===== src/rtl/spi_cmd_pkg.sv =====
// Shared types for the SPI command queue: command word layout and sequencer states.
package spi_cmd_pkg;

    localparam int unsigned CMD_W = 24;
    localparam int unsigned RD_W  = 8;

    typedef struct packed {
        logic             rd;
        logic [CMD_W-1:0] data;
    } spi_cmd_t;

    typedef enum logic [2:0] {
        IDLE,
        ISSUE,
        WAIT_HI,
        WAIT_LO,
        GAP
    } state_e;

endpackage


===== src/rtl/spi_cmd_queue_if.sv =====
// Requester-side handshake of the SPI command queue: command push, flush and readback return.
interface spi_cmd_queue_if;

    logic                            cmd_valid;
    logic                            cmd_ready;
    logic                            cmd_rd;
    logic [spi_cmd_pkg::CMD_W-1:0]   cmd_data;
    logic                            flush;
    logic                            rd_valid;
    logic [spi_cmd_pkg::RD_W-1:0]    rd_data;

    modport master (
        output cmd_valid, cmd_rd, cmd_data, flush,
        input  cmd_ready, rd_valid, rd_data
    );

    modport slave (
        input  cmd_valid, cmd_rd, cmd_data, flush,
        output cmd_ready, rd_valid, rd_data
    );

endinterface


===== src/rtl/spi_cmd_fifo.sv =====
// Synchronous FIFO of SPI commands with flush; level carries one extra bit so full and empty differ.
module spi_cmd_fifo
    import spi_cmd_pkg::*;
#(
    parameter int unsigned DEPTH = 16
)
(
    input  logic                   clk,
    input  logic                   nrst,
    input  logic                   push,
    input  logic                   pop,
    input  logic                   flush,
    input  spi_cmd_t               wr_cmd,
    output spi_cmd_t               rd_cmd,
    output logic [$clog2(DEPTH):0] level,
    output logic [$clog2(DEPTH):0] level_nxt_c
);

    localparam int unsigned AW = $clog2(DEPTH);
    localparam int unsigned LW = AW + 1;

    spi_cmd_t      mem_q [DEPTH];
    logic [AW-1:0] wr_ptr_q, wr_ptr_d;
    logic [AW-1:0] rd_ptr_q, rd_ptr_d;
    logic [LW-1:0] level_q,  level_d;
    logic          push_en, pop_en;

    // Push into a full FIFO is legal only alongside a pop; flush wins over a same-cycle push.
    always_comb begin
        pop_en   = pop && (level_q != '0);
        push_en  = push && !flush && ((level_q != LW'(DEPTH)) || pop_en);
        wr_ptr_d = wr_ptr_q;
        rd_ptr_d = rd_ptr_q;
        level_d  = level_q;
        if (flush) begin
            wr_ptr_d = '0;
            rd_ptr_d = '0;
            level_d  = '0;
        end else begin
            if (push_en) wr_ptr_d = wr_ptr_q + AW'(1);
            if (pop_en)  rd_ptr_d = rd_ptr_q + AW'(1);
            case ({push_en, pop_en})
                2'b10:   level_d = level_q + LW'(1);
                2'b01:   level_d = level_q - LW'(1);
                default: level_d = level_q;
            endcase
        end
    end

    always_ff @(posedge clk or negedge nrst) begin
        if (!nrst) begin
            wr_ptr_q <= '0;
            rd_ptr_q <= '0;
            level_q  <= '0;
        end else begin
            wr_ptr_q <= wr_ptr_d;
            rd_ptr_q <= rd_ptr_d;
            level_q  <= level_d;
        end
    end

    always_ff @(posedge clk) begin
        if (push_en) mem_q[wr_ptr_q] <= wr_cmd;
    end

    assign rd_cmd      = mem_q[rd_ptr_q];
    assign level       = level_q;
    assign level_nxt_c = level_d;

endmodule


===== src/rtl/spi_cmd_queue.sv =====
// Buffers AD9517 SPI commands and replays them one at a time to spi_master, paced by spi_busy.
module spi_cmd_queue
    import spi_cmd_pkg::*;
#(
    parameter int unsigned DEPTH       = 16,
    parameter int unsigned ACK_TIMEOUT = 64,
    parameter int unsigned GAP_CYCLES  = 4
)
(
    input  logic                   clk,
    input  logic                   nrst,
    spi_cmd_queue_if.slave         cmd_if,
    output logic                   o_spi_wr_cmd,
    output logic                   o_spi_rd_cmd,
    output logic [CMD_W-1:0]       o_spi_wr_data,
    input  logic [RD_W-1:0]        i_spi_rd_data,
    input  logic                   i_spi_busy,
    output logic [$clog2(DEPTH):0] o_level,
    output logic                   o_idle,
    output logic                   o_err_timeout
);

    localparam int unsigned LW      = $clog2(DEPTH) + 1;
    localparam int unsigned CNT_MAX = (ACK_TIMEOUT > GAP_CYCLES) ? ACK_TIMEOUT : GAP_CYCLES;
    localparam int unsigned CNT_W   = $clog2(CNT_MAX + 1);

    state_e           state_q, state_d;
    logic [CNT_W-1:0] cnt_q, cnt_d;
    logic             cur_rd_q, cur_rd_d;
    logic [CMD_W-1:0] wr_data_q, wr_data_d;
    logic             wr_cmd_q, wr_cmd_d;
    logic             rd_cmd_q, rd_cmd_d;
    logic             rd_valid_q, rd_valid_d;
    logic [RD_W-1:0]  rd_data_q, rd_data_d;
    logic             err_q, err_d;
    logic             idle_q, idle_d;

    spi_cmd_t         push_cmd, head;
    logic             pop;
    logic [LW-1:0]    level, level_nxt;

    assign push_cmd = {cmd_if.cmd_rd, cmd_if.cmd_data};

    spi_cmd_fifo #(.DEPTH(DEPTH)) u_fifo (
        .clk         (clk),
        .nrst        (nrst),
        .push        (cmd_if.cmd_valid && cmd_if.cmd_ready),
        .pop         (pop),
        .flush       (cmd_if.flush),
        .wr_cmd      (push_cmd),
        .rd_cmd      (head),
        .level       (level),
        .level_nxt_c (level_nxt)
    );

    // Sequencer: pop, one-cycle start pulse, wait busy up then down, enforce CS_n high time.
    always_comb begin
        state_d    = state_q;
        cnt_d      = cnt_q;
        cur_rd_d   = cur_rd_q;
        wr_data_d  = wr_data_q;
        wr_cmd_d   = 1'b0;
        rd_cmd_d   = 1'b0;
        rd_valid_d = 1'b0;
        rd_data_d  = rd_data_q;
        err_d      = err_q;
        pop        = 1'b0;
        case (state_q)
            IDLE: begin
                if (level != '0) begin
                    pop       = 1'b1;
                    wr_data_d = head.data;
                    cur_rd_d  = head.rd;
                    state_d   = ISSUE;
                end
            end
            ISSUE: begin
                rd_cmd_d = cur_rd_q;
                wr_cmd_d = !cur_rd_q;
                cnt_d    = '0;
                state_d  = WAIT_HI;
            end
            WAIT_HI: begin
                if (i_spi_busy) begin
                    state_d = WAIT_LO;
                end else if (cnt_q == CNT_W'(ACK_TIMEOUT - 1)) begin
                    err_d   = 1'b1;
                    cnt_d   = '0;
                    state_d = GAP;
                end else begin
                    cnt_d = cnt_q + CNT_W'(1);
                end
            end
            WAIT_LO: begin
                if (!i_spi_busy) begin
                    rd_valid_d = cur_rd_q;
                    if (cur_rd_q) rd_data_d = i_spi_rd_data;
                    cnt_d   = '0;
                    state_d = GAP;
                end
            end
            GAP: begin
                if (cnt_q == CNT_W'(GAP_CYCLES - 1)) state_d = IDLE;
                else                                 cnt_d   = cnt_q + CNT_W'(1);
            end
            default: state_d = IDLE;
        endcase
        idle_d = (state_d == IDLE) && (level_nxt == '0);
    end

    always_ff @(posedge clk or negedge nrst) begin
        if (!nrst) begin
            state_q    <= IDLE;
            cnt_q      <= '0;
            cur_rd_q   <= 1'b0;
            wr_data_q  <= '0;
            wr_cmd_q   <= 1'b0;
            rd_cmd_q   <= 1'b0;
            rd_valid_q <= 1'b0;
            rd_data_q  <= '0;
            err_q      <= 1'b0;
            idle_q     <= 1'b1;
        end else begin
            state_q    <= state_d;
            cnt_q      <= cnt_d;
            cur_rd_q   <= cur_rd_d;
            wr_data_q  <= wr_data_d;
            wr_cmd_q   <= wr_cmd_d;
            rd_cmd_q   <= rd_cmd_d;
            rd_valid_q <= rd_valid_d;
            rd_data_q  <= rd_data_d;
            err_q      <= err_d;
            idle_q     <= idle_d;
        end
    end

    assign cmd_if.cmd_ready = (level != LW'(DEPTH));
    assign cmd_if.rd_valid  = rd_valid_q;
    assign cmd_if.rd_data   = rd_data_q;
    assign o_spi_wr_cmd     = wr_cmd_q;
    assign o_spi_rd_cmd     = rd_cmd_q;
    assign o_spi_wr_data    = wr_data_q;
    assign o_level          = level;
    assign o_idle           = idle_q;
    assign o_err_timeout    = err_q;

endmodule

===== src/flat_wrapper.sv =====
// flat-port wrapper written by rule: the top's interface ports become plain ports
module spi_cmd_queue_flat import spi_cmd_pkg::*;
#(
    parameter int unsigned DEPTH       = 16,
    parameter int unsigned ACK_TIMEOUT = 64,
    parameter int unsigned GAP_CYCLES  = 4
)
  (clk, nrst, o_spi_wr_cmd, o_spi_rd_cmd, o_spi_wr_data, i_spi_rd_data, i_spi_busy, o_level, o_idle, o_err_timeout, cmd_if_cmd_valid, cmd_if_cmd_rd, cmd_if_cmd_data, cmd_if_flush, cmd_if_cmd_ready, cmd_if_rd_valid, cmd_if_rd_data);
  spi_cmd_queue_if cmd_if_i ();
  input  logic clk;
  input  logic nrst;
  output logic o_spi_wr_cmd;
  output logic o_spi_rd_cmd;
  output logic [CMD_W-1:0] o_spi_wr_data;
  input  logic [RD_W-1:0] i_spi_rd_data;
  input  logic i_spi_busy;
  output logic [$clog2(DEPTH):0] o_level;
  output logic o_idle;
  output logic o_err_timeout;
  input wire logic [$bits(cmd_if_i.cmd_valid)-1:0] cmd_if_cmd_valid;
  input wire logic [$bits(cmd_if_i.cmd_rd)-1:0] cmd_if_cmd_rd;
  input wire logic [$bits(cmd_if_i.cmd_data)-1:0] cmd_if_cmd_data;
  input wire logic [$bits(cmd_if_i.flush)-1:0] cmd_if_flush;
  output wire logic [$bits(cmd_if_i.cmd_ready)-1:0] cmd_if_cmd_ready;
  output wire logic [$bits(cmd_if_i.rd_valid)-1:0] cmd_if_rd_valid;
  output wire logic [$bits(cmd_if_i.rd_data)-1:0] cmd_if_rd_data;
  assign cmd_if_i.cmd_valid = cmd_if_cmd_valid;
  assign cmd_if_i.cmd_rd = cmd_if_cmd_rd;
  assign cmd_if_i.cmd_data = cmd_if_cmd_data;
  assign cmd_if_i.flush = cmd_if_flush;
  assign cmd_if_cmd_ready = cmd_if_i.cmd_ready;
  assign cmd_if_rd_valid = cmd_if_i.rd_valid;
  assign cmd_if_rd_data = cmd_if_i.rd_data;
  spi_cmd_queue #(.DEPTH(DEPTH), .ACK_TIMEOUT(ACK_TIMEOUT), .GAP_CYCLES(GAP_CYCLES)) u_core (.clk(clk), .nrst(nrst), .cmd_if(cmd_if_i), .o_spi_wr_cmd(o_spi_wr_cmd), .o_spi_rd_cmd(o_spi_rd_cmd), .o_spi_wr_data(o_spi_wr_data), .i_spi_rd_data(i_spi_rd_data), .i_spi_busy(i_spi_busy), .o_level(o_level), .o_idle(o_idle), .o_err_timeout(o_err_timeout));
endmodule

===== config.mk =====
export PLATFORM = sky130hd
export DESIGN_NAME = spi_cmd_queue_flat
export DESIGN_NICKNAME = d
export VERILOG_FILES = /design/src/rtl/spi_cmd_pkg.sv /design/src/rtl/spi_cmd_queue_if.sv /design/src/rtl/spi_cmd_fifo.sv /design/src/rtl/spi_cmd_queue.sv /design/src/flat_wrapper.sv
export SDC_FILE = /design/constraint.sdc
export NUM_CORES = 1
export LEC_CHECK = 0
export CORE_ASPECT_RATIO = 0.5
export CORE_MARGIN = 3
export CORE_UTILIZATION = 55
export CTS_BUF_LIST = sky130_fd_sc_hd__clkbuf_4 sky130_fd_sc_hd__clkbuf_8 sky130_fd_sc_hd__clkbuf_16
export DETAILED_ROUTE_END_ITERATION = 10
export DONT_BUFFER_PORTS = 1
export GPL_TIMING_DRIVEN = 0
export PLACE_DENSITY_LB_ADDON = 0.12
export SLEW_MARGIN = 20
export SYNTH_ARGS = -nofsm -noshare
export SYNTH_HDL_FRONTEND = slang
export SYNTH_SLANG_ARGS = --single-unit
export TNS_END_PERCENT = 1

===== constraint.sdc =====
create_clock -name clk -period 8.8 [get_ports clk]
set_input_delay 0.44 -clock clk [delete_from_list [all_inputs] [get_ports clk]]
set_output_delay 0.44 -clock clk [all_outputs]
set_load 0.01 [all_outputs]

==> summary.md, run 1 <==
At the worst endpoint, the arrival time is 4.06 ns. Counting every net in the synthesized netlist gives 916. Global routing used 36.29% of the available met1 tracks.

By area the synthesized netlist is led by sky130_fd_sc_hd__edfxtp_1 67%, sky130_fd_sc_hd__mux4_2 13%, sky130_fd_sc_hd__dfrtp_1 8.4%. TritonCTS built the clock tree. Across every metal layer, demand over resource in global routing totals 24.41%. The number of enable flip-flop cells after synthesis was 400. The clock tree synthesis step divided the H-tree into 2 levels.

At the end of the flow, the number of nets in the layout was 1012. For the pin with the worst max-slew slack, the measured transition is 1.062 ns. Buffers inserted during clock tree synthesis total 39.

The final setup violation count is 0. The placement row count came out at 45. The tools report the via count of the first global-routing pass as 9201.

Top cell family by delay on the critical path: simple AND/OR/NAND/NOR gates. Across all hold checks on the routed design, the worst slack comes to 0.04354 ns. Entering global routing, the biggest net connects 62 pins. After synthesis, the netlist uses 51 different library cells.

The time the worst path needs with I/O delays and setup is 3.624 ns. The total count of max-transition violations in the final report is 0. In the post-route analysis, the smallest setup slack over all paths is 5.176 ns. STA classifies the critical path startpoint as a flip-flop.

Setup repair after global routing left no endpoint under its margin. STA classifies the critical path endpoint as a flip-flop. The final routed wirelength across all metal layers was 40.63 mm. The critical path goes through buf_6 > nor4_2 > a21boi_1 > nor2b_1 > inv_1 > ha_1 > xor2_1 > ha_1 > or3b_2 > a32oi_1 > xnor2_1 > a21oi_1 > nor4_2. The number of buffers and inverters on the critical path was 2; the fmax was 275.9 MHz. The detailed router finished its first iteration with 1075 violations. The clock skew is 0.01454 ns, and the area of the die is 34790 um^2.

From left edge to right edge, the die measures 260.8 um. The logs give 0 for the number of antenna-violating nets in the routed design and 61.05 mm for the first-pass GRT wire length. Among all stages on the critical path, the largest delay is contributed by sky130_fd_sc_hd__nor4_2. The area of the core region is 31140 um^2, and the number of antenna violations at the first check in global routing is 0. By count the netlist is led by 400 x sky130_fd_sc_hd__edfxtp_1, 100 x sky130_fd_sc_hd__mux4_2, 60 x sky130_fd_sc_hd__dfrtp_1. The port buffer count was 0; the data required time of the critical path was 9.24 ns. For the yosys synthesis warning count, the log shows 0. For the number of instances resized during post-cts repair, the log shows 0.

The async set-reset flop share out of synthesis works out to 13.23%. The flow ran to the end, and the final reports show no timing, DRC or antenna violations. Critical path class: reg -> reg.

Before antenna repair, the detailed router went through 5 iterations. Summed over all failing endpoints, the final setup total negative slack is 0 ns. The die outline height works out to 133.4 um. In the synthesized netlist, the number of instances is 869.

The number of I/O pins was 81; the global routing met3 resource utilization was 5.033%. For this configuration, the core starts out at a cell density of 57.34%. Across the VDD grid, the largest voltage drop is 0.0001572 V.

The static power due to leakage is 6.709 nW. Summing over every cut layer, the via total after detailed routing is 8846. No sink is reached through more buffers than the 3 on the longest clock path. The number of antenna diodes in the final layout is 0. The proportion of netlist area held by the largest area contributor is 67.28%, and the DRC violations left is 0. Most congested layer reported by global routing: met2.

Timing analysis after detailed placement gives a worst setup slack of 5.283 ns. Global routing used 38.32% of the available met2 tracks. Summed over all nets, the half-perimeter wirelength after detailed placement is 25.33 mm. Counting flops and latches in the post-synthesis netlist gives 461. The tool flagged a number of max-cap violations equal to 0. The congestion estimate from routability-driven global placement came to 0.7934. In this run the worst path has a maximum fanout of 9. The prevailing post-synth register cell is sky130_fd_sc_hd__edfxtp_1.

After clock tree synthesis, the clock-pin slew on the worst setup and hold paths is 0.07 ns. The worst slew margin relative to its limit is 29.21%, and the sink count of the clock tree is 461. The clock tree root driver cell is sky130_fd_sc_hd__clkbuf_16. The run gives 0 as the number of failing hold endpoints at the final stage. The total power per unit cell area was 266.3 nW/um^2; the fraction of the cycle the final worst path needs was 41.19%. The clock latency reported for the late side of the worst-skew pair is 0.54 ns, and the total overflow reported by the global router is 0. The class of the tightest hold or removal check is in -> reg. The via density per instance works out to 6.238.

Most area-hungry cell type in the Yosys netlist: sky130_fd_sc_hd__edfxtp_1. In the final routed layout, each cell accounts on average for 28.66 um. The share of layout cells above drive strength 1 is 25.53%, and the cell area after synthesis is 17850 um^2. After synthesis, flip-flops and latches occupy 75.84% of the total area. From synthesis to final layout, the design area changed by 15.48%. In the post-synthesis netlist, the cell with the most instances is sky130_fd_sc_hd__edfxtp_1. The power after layout is 0.005490 W, and the highest cell delay on the worst timing path is 0.49 ns. A synthesized cell averages 20.54 um^2.
## metrics by stage
| stage | area [um^2] | std cells | utilization (%) |
|---|---|---|---|
| final | 20620 | 1418 | 66.22 |
| after global routing | 20620 | 1418 | 66.22 |
| after CTS | 20620 | 1418 | 66.21 |
| after detailed placement | 18950 | 1320 | 60.88 |
| after global placement | 18380 | 1292 | 59.04 |
| after floorplan | 17850 | 869 | - |
## state kept, by name, summed over array words and instances (netlist names)
register	cells
u_core.o_idle	1
u_core.u_fifo.level	5
u_core.o_spi_wr_cmd	1
u_core.o_spi_rd_cmd	1
u_core.o_spi_wr_data	24
u_core.cmd_if.rd_valid	1
u_core.u_fifo.wr_ptr_q	4
u_core.o_err_timeout	1
u_core.cur_rd_q	1
u_core.cmd_if.rd_data	8
u_core.cnt_q	7
u_core.u_fifo.mem_q	400
u_core.state_q	3
u_core.u_fifo.rd_ptr_q	4
## repair_timing
action                    CTS  global route
hold buffers               27             0
buffers inserted            0             0
hold endpoints to repair  461             0
## final timing paths
kind | start | endpoint | slack (ns) | cells past startpoint
setup / recovery | u_core.u_fifo.level[1] | u_core.o_idle | 5.18 | 13
hold / removal | i_spi_busy | u_core.state_q[0] | 0.04 | 2
setup reg to reg | u_core.u_fifo.level[1] | u_core.o_idle | 5.18 | 13
hold reg to reg | u_core.cur_rd_q | u_core.o_spi_wr_cmd | 0.48 | 1
max in group asynchronous | nrst | u_core.o_spi_wr_data[17] | 8.02 | 2
min in group asynchronous | nrst | u_core.cnt_q[3] | 0.47 | 2
## area by class of cell
cell class                 instances  area, um^2
buffer                            45       206.4
clock buffer                      52        1127
tap                              423       529.3
multi-input combinational        357        4197
timing repair buffer              55       749.5
clock inverter                    19       246.5
inverter                           6       22.52
sequential                       461       13540
fill                            2024       10520
## kinds of logic (layout without fill, tap and decap cells)
group,count (synthesis),in the layout,synth area share [%]
AND/OR/NAND/NOR,117,117,3.077
multiplexers,161,161,16.10
AO/OA/AOI/OAI,61,61,2.642
flip-flops,461,461,75.84
adder cells (fa/ha/maj),9,9,0.6307
buffers and inverters,51,177,1.275
XOR/XNOR,9,9,0.4415
## metal layers
metal / vias up / wire (um)
met5: - / 0
met4: 0 / 574
met3: 47 / 3091
met2: 346 / 19530
met1: 4716 / 17440
li1: 3737 / -
## report_power, final
part,switching [W],internal [W]
registers,0.000133,0.00250
clock network,0.000768,0.00108
logic,0.000558,0.000448
total,0.00146,0.00403
## layout by cell type (no fill, tap or decap), types with 3 or more instances in the layout
| cell | n |
|---|---|
| sky130_fd_sc_hd__a21o_1 | 4 |
| sky130_fd_sc_hd__a21oi_1 | 8 |
| sky130_fd_sc_hd__buf_1 | 3 |
| sky130_fd_sc_hd__buf_16 | 11 |
| sky130_fd_sc_hd__buf_2 | 17 |
| sky130_fd_sc_hd__buf_4 | 11 |
| sky130_fd_sc_hd__buf_6 | 8 |
| sky130_fd_sc_hd__bufinv_16 | 6 |
| sky130_fd_sc_hd__clkbuf_1 | 21 |
| sky130_fd_sc_hd__clkbuf_16 | 41 |
| sky130_fd_sc_hd__clkbuf_4 | 8 |
| sky130_fd_sc_hd__clkbuf_8 | 3 |
| sky130_fd_sc_hd__clkinv_1 | 4 |
| sky130_fd_sc_hd__clkinv_2 | 7 |
| sky130_fd_sc_hd__dfrtp_1 | 60 |
| sky130_fd_sc_hd__dlygate4sd3_1 | 26 |
| sky130_fd_sc_hd__edfxtp_1 | 400 |
| sky130_fd_sc_hd__ha_1 | 9 |
| sky130_fd_sc_hd__inv_1 | 5 |
| sky130_fd_sc_hd__mux2_2 | 9 |
| sky130_fd_sc_hd__mux2i_1 | 52 |
| sky130_fd_sc_hd__mux4_2 | 100 |
| sky130_fd_sc_hd__nand2_1 | 45 |
| sky130_fd_sc_hd__nand2b_1 | 8 |
| sky130_fd_sc_hd__nand3_1 | 6 |
| sky130_fd_sc_hd__nor2_1 | 22 |
| sky130_fd_sc_hd__nor2_4 | 12 |
| sky130_fd_sc_hd__nor2b_1 | 4 |
| sky130_fd_sc_hd__nor3_2 | 4 |
| sky130_fd_sc_hd__o21ai_0 | 8 |
| sky130_fd_sc_hd__o221ai_1 | 25 |
| sky130_fd_sc_hd__xnor2_1 | 3 |
| sky130_fd_sc_hd__xor2_1 | 6 |
## worst reg2reg max path: cells and delay by family (launching register included)
kind / cells / cell delay [ns]
adders and majority gates: 2 / 0.49
buffers and inverters: 2 / 0.27
xor gates and xnor gates: 2 / 0.36
DFF: 1 / 0.43
AOI/OAI and AO/OA: 3 / 0.61
and+or+nand+nor: 4 / 1.37
No activity file was read; power rests on OpenSTA's default activity.
==> run 2: changes to the inputs <==
==> constraint.sdc (replaced) <==
create_clock -name clk -period 3.4 [get_ports clk]
set_input_delay 0.17 -clock clk [delete_from_list [all_inputs] [get_ports clk]]
set_output_delay 0.17 -clock clk [all_outputs]
set_load 0.01 [all_outputs]
==> summary.md, run 2 (synthesis gave the netlist of run 1 again) <==
The via count of the first global-routing pass is 9175. Data arrives at the worst endpoint at 3.64 ns. The final routed wirelength across all metal layers came out at 39.93 mm.

The number of antenna violations at the first check in global routing was 0; the max-capacitance violation count was 0. The clock passes through at most 3 buffers. The analysis attributes to net switching a power of 0.003744 W. The congestion estimate from routability-driven global placement came to 0.7976.

Between clock sinks in the finished design, the worst skew comes to 0.01344 ns. The highest cell delay on the worst timing path was 0.44 ns. Among all stages on the critical path, the largest delay is contributed by sky130_fd_sc_hd__dfrtp_1.

The placement row count came out at 45. The register with the most flip-flops in the layout has 400 of them. For this run the aggregate overflow at the end of global routing stands at 0. The path with the worst hold slack has its endpoint at u_core.u_fifo.rd_ptr_q[1].

For this block, the via count after detailed routing is 8886. The time the worst path needs with I/O delays and setup was 3.204 ns. Detailed router's first-iteration violation count: 1038. The number of I/O pins was 81; the final-layout worst hold slack was 0.06612 ns.

Leaving out fill and tap cells, the most frequent cell in the layout is sky130_fd_sc_hd__edfxtp_1. The endpoint of the most critical register-to-register path is u_core.o_idle. The die outline height was 133.4 um; the global routing met2 resource utilization was 35.99%. The class of the tightest hold or removal check is in -> reg. Across the whole layout, storage elements account for 13540 um^2. The HPWL after detailed placement is 25.07 mm. In this run the remaining antenna-violating nets after routing total 0. The first-pass detailed-route iteration total is 5. Buffers placed on the I/O ports in this run total 0. The tools report the number of inserted diodes as 0. Walking the worst path, the cells encountered are buf_6 > nor4_4 > clkbuf_16 > a2111o_1 > inv_4 > ha_4 > xor2_1 > ha_2 > or3b_4 > a32oi_2 > xnor2_1 > a21oi_1 > nor4_2.

The clock reaches the later pin of the worst-skew pair after 0.54 ns. The run gives 0.01415 W as the power after layout. Number of buffers and inverters on the critical path: 3.

The total power per unit cell area was 682.2 nW/um^2; the number of filler instances in the final layout was 1994. The kind of end point of the critical path is a flip-flop. The pin count of the biggest net entering global routing was 62. Compared with the post-synthesis result, the final layout area differs by 16.18%.

After clock tree synthesis, the clock-pin slew on the worst setup and hold paths is 0.07 ns. Of the total power, the share spent switching nets is 26.46%. The part of the power in registers is 48.2%, and the end-of-flow core utilization is 66.62%.

Width of the die: 260.8 um. The first-pass GRT wire length was 59.77 mm. After detailed routing, the average wire length per cell comes to 27.90 um. The run gives 4243 um^2 as the area of the multi-input gates.

TritonCTS built the clock tree. The fraction of the cycle the final worst path needs was 94.23%; the largest fanout of any net on the critical path was 7. The tools report the static power due to leakage as 6.747 nW. The number of failing hold endpoints at the final stage is 0. The via density per instance works out to 6.210. The tools report the internal cell power as 0.01041 W. Global routing used 5.204% of the available met3 tracks. The worst setup path is launched from a flip-flop.

The measured slew at the worst slew-check pin works out to 1.093 ns. Once the floorplan was initialized, standard cells occupied 57.34% of the core. The share of layout cells above drive strength 1 works out to 26.09%. The fraction of power consumed by combinational cells is 19.3%, and the area of the core region is 31140 um^2.

Measured in cells, the most critical reg-to-reg path has a length of 13. In this run the number of cells on the critical path is 13. u_core.u_fifo.mem_q holds more flip-flops than any other register.

The tools report the clock tree root driver cell as sky130_fd_sc_hd__clkbuf_16. Met1 usage: 36.57%. Setup repair after global routing left no endpoint under its margin. The critical path class was reg -> reg.

The worst slew margin relative to its limit came out at 27.14%. The most congested layer reported by global routing is met1. For the total count of max-transition violations in the final report, the log shows 0. In the layout the commonest cells are 400 x sky130_fd_sc_hd__edfxtp_1, 100 x sky130_fd_sc_hd__mux4_2, 59 x sky130_fd_sc_hd__dfrtp_1.

For the DRC violations left, the log shows 0. In this run, CTS created clock tree buffers numbering 39. The minimum setup slack among reg-to-reg paths is 0.20 ns, and the peak ir drop on the vdd network is 0.0004495 V. The tools report the reg-to-reg startpoint as u_core.u_fifo.level[1].

The critical hold path startpoint is cmd_if_flush. The run finished with clean final reports. The portion of total power attributed to the clock network was 32.5%; the data required time of the critical path was 3.83 ns.

Among cell families on the critical path, the largest total delay comes from simple AND/OR/NAND/NOR gates. The count of cells along the worst hold path was 2; the global-route usage over all layers was 23.82%. The die covers 34790 um^2. The clock tree synthesis step divided the H-tree into 2 levels. The logs give 461 for the sink count of the clock tree and 312.1 MHz for the fmax.

Setup violations remaining at the end of the flow were counted as 0. For this run, the post-layout net count is 1027.
## run 2: cell types whose count changed in the layout (fill, tap and decap cells not counted), sizes merged
cell | before | now
clkinvlp | 1 | 0
clkinv | 12 | 8
bufinv | 6 | 4
dlygate4sd3 | 26 | 35
clkbuf | 74 | 78
buf | 52 | 58
inv | 6 | 7
## run 2: power by group through the flow
stage | sequential, W | clock (W) | combinational (W)
6_report | 0.00682 | 0.00460 | 0.00273
5_1_grt | 0.00685 | 0.00491 | 0.00300
4_1_cts | 0.00683 | 0.00467 | 0.00269
3_5_place_dp | 0.00695 | 0 | 0.00249
3_3_place_gp | 0.00694 | 0 | 0.00239
2_1_floorplan | 0.00684 | 0 | 0.00187
## run 2: routing by layer
metal,vias up,wire length (um)
met5,-,0
met4,0,487
met3,41,3155
met2,351,18580
met1,4712,17700
li1,3782,-
## run 2: how the worst max path moves through the flow
stage | startpoint | end | slack, ns
2_1_floorplan | u_core.u_fifo.level[2] | u_core.u_fifo.mem_q[3][0] | -0.18
3_3_place_gp | u_core.u_fifo.level[2] | u_core.u_fifo.mem_q[3][13] | -2.90
3_5_place_dp | u_core.u_fifo.level[1] | u_core.o_idle | -0.21
4_1_cts | u_core.u_fifo.level[0] | u_core.o_idle | 0.03
5_1_grt | u_core.u_fifo.level[1] | u_core.o_idle | 0.05
6_report | u_core.u_fifo.level[1] | u_core.o_idle | 0.20
## run 2: area by class of cell
| type | count | area share (%) |
|---|---|---|
| Buffer | 45 | 1.001 |
| Clock buffer | 56 | 5.495 |
| Clock inverter | 13 | 0.8023 |
| Inverter | 6 | 0.1206 |
| Multi-Input combinational cell | 357 | 20.45 |
| Sequential cell | 461 | 65.28 |
| Tap cell | 423 | 2.552 |
| Timing Repair Buffer | 70 | 4.295 |
## run 2: repair_timing
item / 4_1_cts / 5_1_grt
gates resized for setup: 4 / 9
pin swaps: 2 / 7
hold buffers: 36 / 0
endpoints found under the hold margin: 473 / 0
setup buffers: 2 / 6
setup endpoints to repair: 2 / 1
## run 2: stage by stage
step | cell area, um^2 | instances | setup slack, ns | setup TNS (ns)
final | 20740 | 1431 | 0.1963 | 0
after global placement | 18390 | 1292 | -2.897 | -568.28
after CTS | 20660 | 1425 | 0.03060 | 0
after global routing | 20740 | 1431 | 0.05089 | 0
after detailed placement | 18930 | 1318 | -0.2105 | -0.2297
after floorplan | 17860 | 869 | -0.1784 | -13.31
==> run 3: changes to the inputs <==
--- a/config.mk
+++ b/config.mk
@@ -12,7 +12,9 @@
 export DETAILED_ROUTE_END_ITERATION = 10
 export DONT_BUFFER_PORTS = 1
 export GPL_TIMING_DRIVEN = 0
+export MAX_ROUTING_LAYER = met4
 export PLACE_DENSITY_LB_ADDON = 0.12
+export SETUP_SLACK_MARGIN = 0.2
 export SLEW_MARGIN = 20
 export SYNTH_ARGS = -nofsm -noshare
 export SYNTH_HDL_FRONTEND = slang
==> summary.md, run 3 (synthesis gave the netlist of run 1 again) <==
The startpoint kind of the worst setup timing path is a flip-flop. The number of cells on the worst reg-to-reg path is 13. The run gives 0.0004514 V as the peak ir drop on the vdd network.

The run gives 0 as the number of failing hold endpoints at the final stage. For the fmax, the log shows 324.3 MHz. In this run the critical register-to-register path is captured at u_core.o_idle. The core region is 31140 um^2. Setup repair after global routing could not meet its margin everywhere. The detailed router placed 8814 vias in this run. In this run, the number of DRC markers left after iteration 0 of detailed routing was 1025.

The worst hold path was traced through 2 stages. The worst hold path terminates at u_core.u_fifo.rd_ptr_q[1]. The reg-to-reg startpoint was u_core.u_fifo.level[1]. The max-capacitance violation count is 0. The number of buffers on the longest clock path is 3.

The most frequent standard cell in the layout excluding fill and tap cells was sky130_fd_sc_hd__edfxtp_1. CTS placed an instance of sky130_fd_sc_hd__clkbuf_16 at the clock tree root. The number of nets in the layout is 1031, and the post-CTS clock slew at the launch and capture registers of the worst setup and hold paths is 0.07 ns. In the layout the commonest cells are 400 x sky130_fd_sc_hd__edfxtp_1, 100 x sky130_fd_sc_hd__mux4_2, 59 x sky130_fd_sc_hd__dfrtp_1. Relative to the synthesized area, the layout overhead comes to 16.40%. The number of antenna-violating nets in the routed design was 0. TritonCTS built the clock tree.

The final setup violation count came out at 0. The tightest min-delay check is of the in -> reg type. For the worst setup path, the data required time is 3.83 ns. The number of antenna violations at the first check in global routing was 0.

For this run, the total global-route usage over all layers was measured as 24.66%. The sink count of the clock tree was 461. The via count of the first global-routing pass is 9207, and the fraction of the cycle the final worst path needs is 90.68%. 81 I/O pins were placed. The final routed wirelength across all metal layers is 39.91 mm. At the worst endpoint, the arrival time is 3.52 ns.

Hold is met by 0.08242 ns. By startpoint and endpoint, the worst setup path is classified as reg -> reg. For the placement row count, the log shows 45. The kind of end point of the critical path was a flip-flop.

The DRC violations left was 0. The flow ran to the end, and the final reports show no timing, DRC or antenna violations. Counting the buffers created by CTS gives 39.

The die is 133.4 um tall. The die is 260.8 um wide. The clock skew is 0.01401 ns, and the worst slew margin relative to its limit is 25.24%.

Minimum setup slack among reg-to-reg paths: 0.32 ns. Of the cells placed in the final design, the portion with a size suffix greater than 1 is 26.38%. The average wire per cell in the routed design is 27.81 um, and the first-pass GRT wire length is 59.96 mm. For the pin with the worst max-slew slack, the measured transition is 1.121 ns. The startpoint identified for the worst hold timing path is cmd_if_flush.

Number of inserted diodes: 0. The total overflow left after global routing is 0. Ranked by flip-flop count, first place goes to u_core.u_fifo.mem_q. At the later pin of the worst-skew pair, clock insertion delay measures 0.54 ns. The H-tree generated during clock tree synthesis spans 2 levels. At the end of routability-driven placement, the weighted congestion stood at 0.8090.

Before antenna repair, the detailed router went through 5 iterations. After detailed routing, the number of vias per cell comes to 6.142. The flip-flop count of the largest register after layout is 400.

Along the worst path, the maximum fanout reaches 5. For the total count of max-transition violations in the final report, the log shows 0. Total power per unit cell area: 682.8 nW/um^2.

The tools report the area of the die as 34790 um^2. For the effective utilization at floorplan, the log shows 57.34%. Subtracting the final worst setup slack from the clock period gives 3.083 ns. Final HPWL from detailed placement: 25.07 mm. In this run the static leakage power is 6.769 nW. The power after layout is 0.01419 W, and the port buffer count is 0.

Entering global routing, the biggest net connects 62 pins.
==> run 3: cell types whose count changed in the layout (fill, tap and decap cells not counted), sizes merged <==
cell / previous run / this run
buf: 58 / 62
==> run 3: worst max path at each step <==
| stage | from | endpoint | cells after the start |
|---|---|---|---|
| after floorplan | u_core.u_fifo.level[2] | u_core.u_fifo.mem_q[3][0] | 6 |
| after global placement | u_core.u_fifo.level[2] | u_core.u_fifo.mem_q[3][13] | 6 |
| after detailed placement | u_core.u_fifo.level[1] | u_core.o_idle | 13 |
| after CTS | u_core.u_fifo.level[2] | u_core.o_idle | 13 |
| after global routing | u_core.u_fifo.level[1] | u_core.o_idle | 15 |
| final | u_core.u_fifo.level[1] | u_core.o_idle | 13 |
==> run 3: timing repair <==
action	in CTS	in global routing
hold buffers	36	0
endpoints found under the setup margin	2	2
setup buffers	6	6
pin swaps	6	8
gates resized for setup	12	3
hold endpoints to repair	473	0
==> run 3: power breakdown <==
| part | switching (W) | leakage [nW] | internal (W) |
|---|---|---|---|
| logic | 0.00145 | 1.72 | 0.00131 |
| clock network | 0.00196 | 0.655 | 0.00265 |
| registers | 0.000350 | 4.40 | 0.00647 |
| total | 0.00376 | 6.77 | 0.0104 |
==> run 3: stage by stage <==
| step | setup TNS [ns] | instances | setup slack, ns | area, um^2 | util (%) |
|---|---|---|---|---|---|
| 3_3_place_gp | -568.28 | 1292 | -2.897 | 18390 | 59.06 |
| 5_1_grt | 0 | 1435 | 0.1613 | 20780 | 66.74 |
| 2_1_floorplan | -13.31 | 869 | -0.1784 | 17860 | - |
| 3_5_place_dp | -0.2297 | 1318 | -0.2105 | 18930 | 60.81 |
| 6_report | 0 | 1435 | 0.3167 | 20780 | 66.74 |
| 4_1_cts | 0 | 1429 | 0.2021 | 20720 | 66.56 |
==> run 3: worst max-delay path, stage by stage (launching register included) <==
cell                        delay [ns]
sky130_fd_sc_hd__dfrtp_1          0.44
sky130_fd_sc_hd__buf_6            0.15
sky130_fd_sc_hd__nor4_4           0.32
sky130_fd_sc_hd__clkbuf_16        0.20
sky130_fd_sc_hd__a2111o_1         0.19
sky130_fd_sc_hd__inv_4            0.06
sky130_fd_sc_hd__ha_4             0.17
sky130_fd_sc_hd__xor2_1           0.15
sky130_fd_sc_hd__ha_2             0.19
sky130_fd_sc_hd__or3b_4           0.38
sky130_fd_sc_hd__a32oi_2          0.24
sky130_fd_sc_hd__xnor2_1          0.17
sky130_fd_sc_hd__a21oi_1          0.12
sky130_fd_sc_hd__nor4_2           0.19
==> run 3: area by class of cell <==
cell class                 count  area, um^2
sequential                   461       13540
multi-input combinational    357        4248
clock inverter                13       166.4
fill                        1995       10350
buffer                        45       211.5
tap                          423       529.3
inverter                       6       25.02
timing repair buffer          74       920.9
clock buffer                  56        1140
==> run 3: per-layer routing <==
metal  vias up  share of wire [%]  GRT usage, %
met1      4657                 44         36.45
met4         0                1.2         4.728
met3        41                8.0         5.299
met2       335                 46         36.27
met5         -                  0             -
li1       3781                  -             -
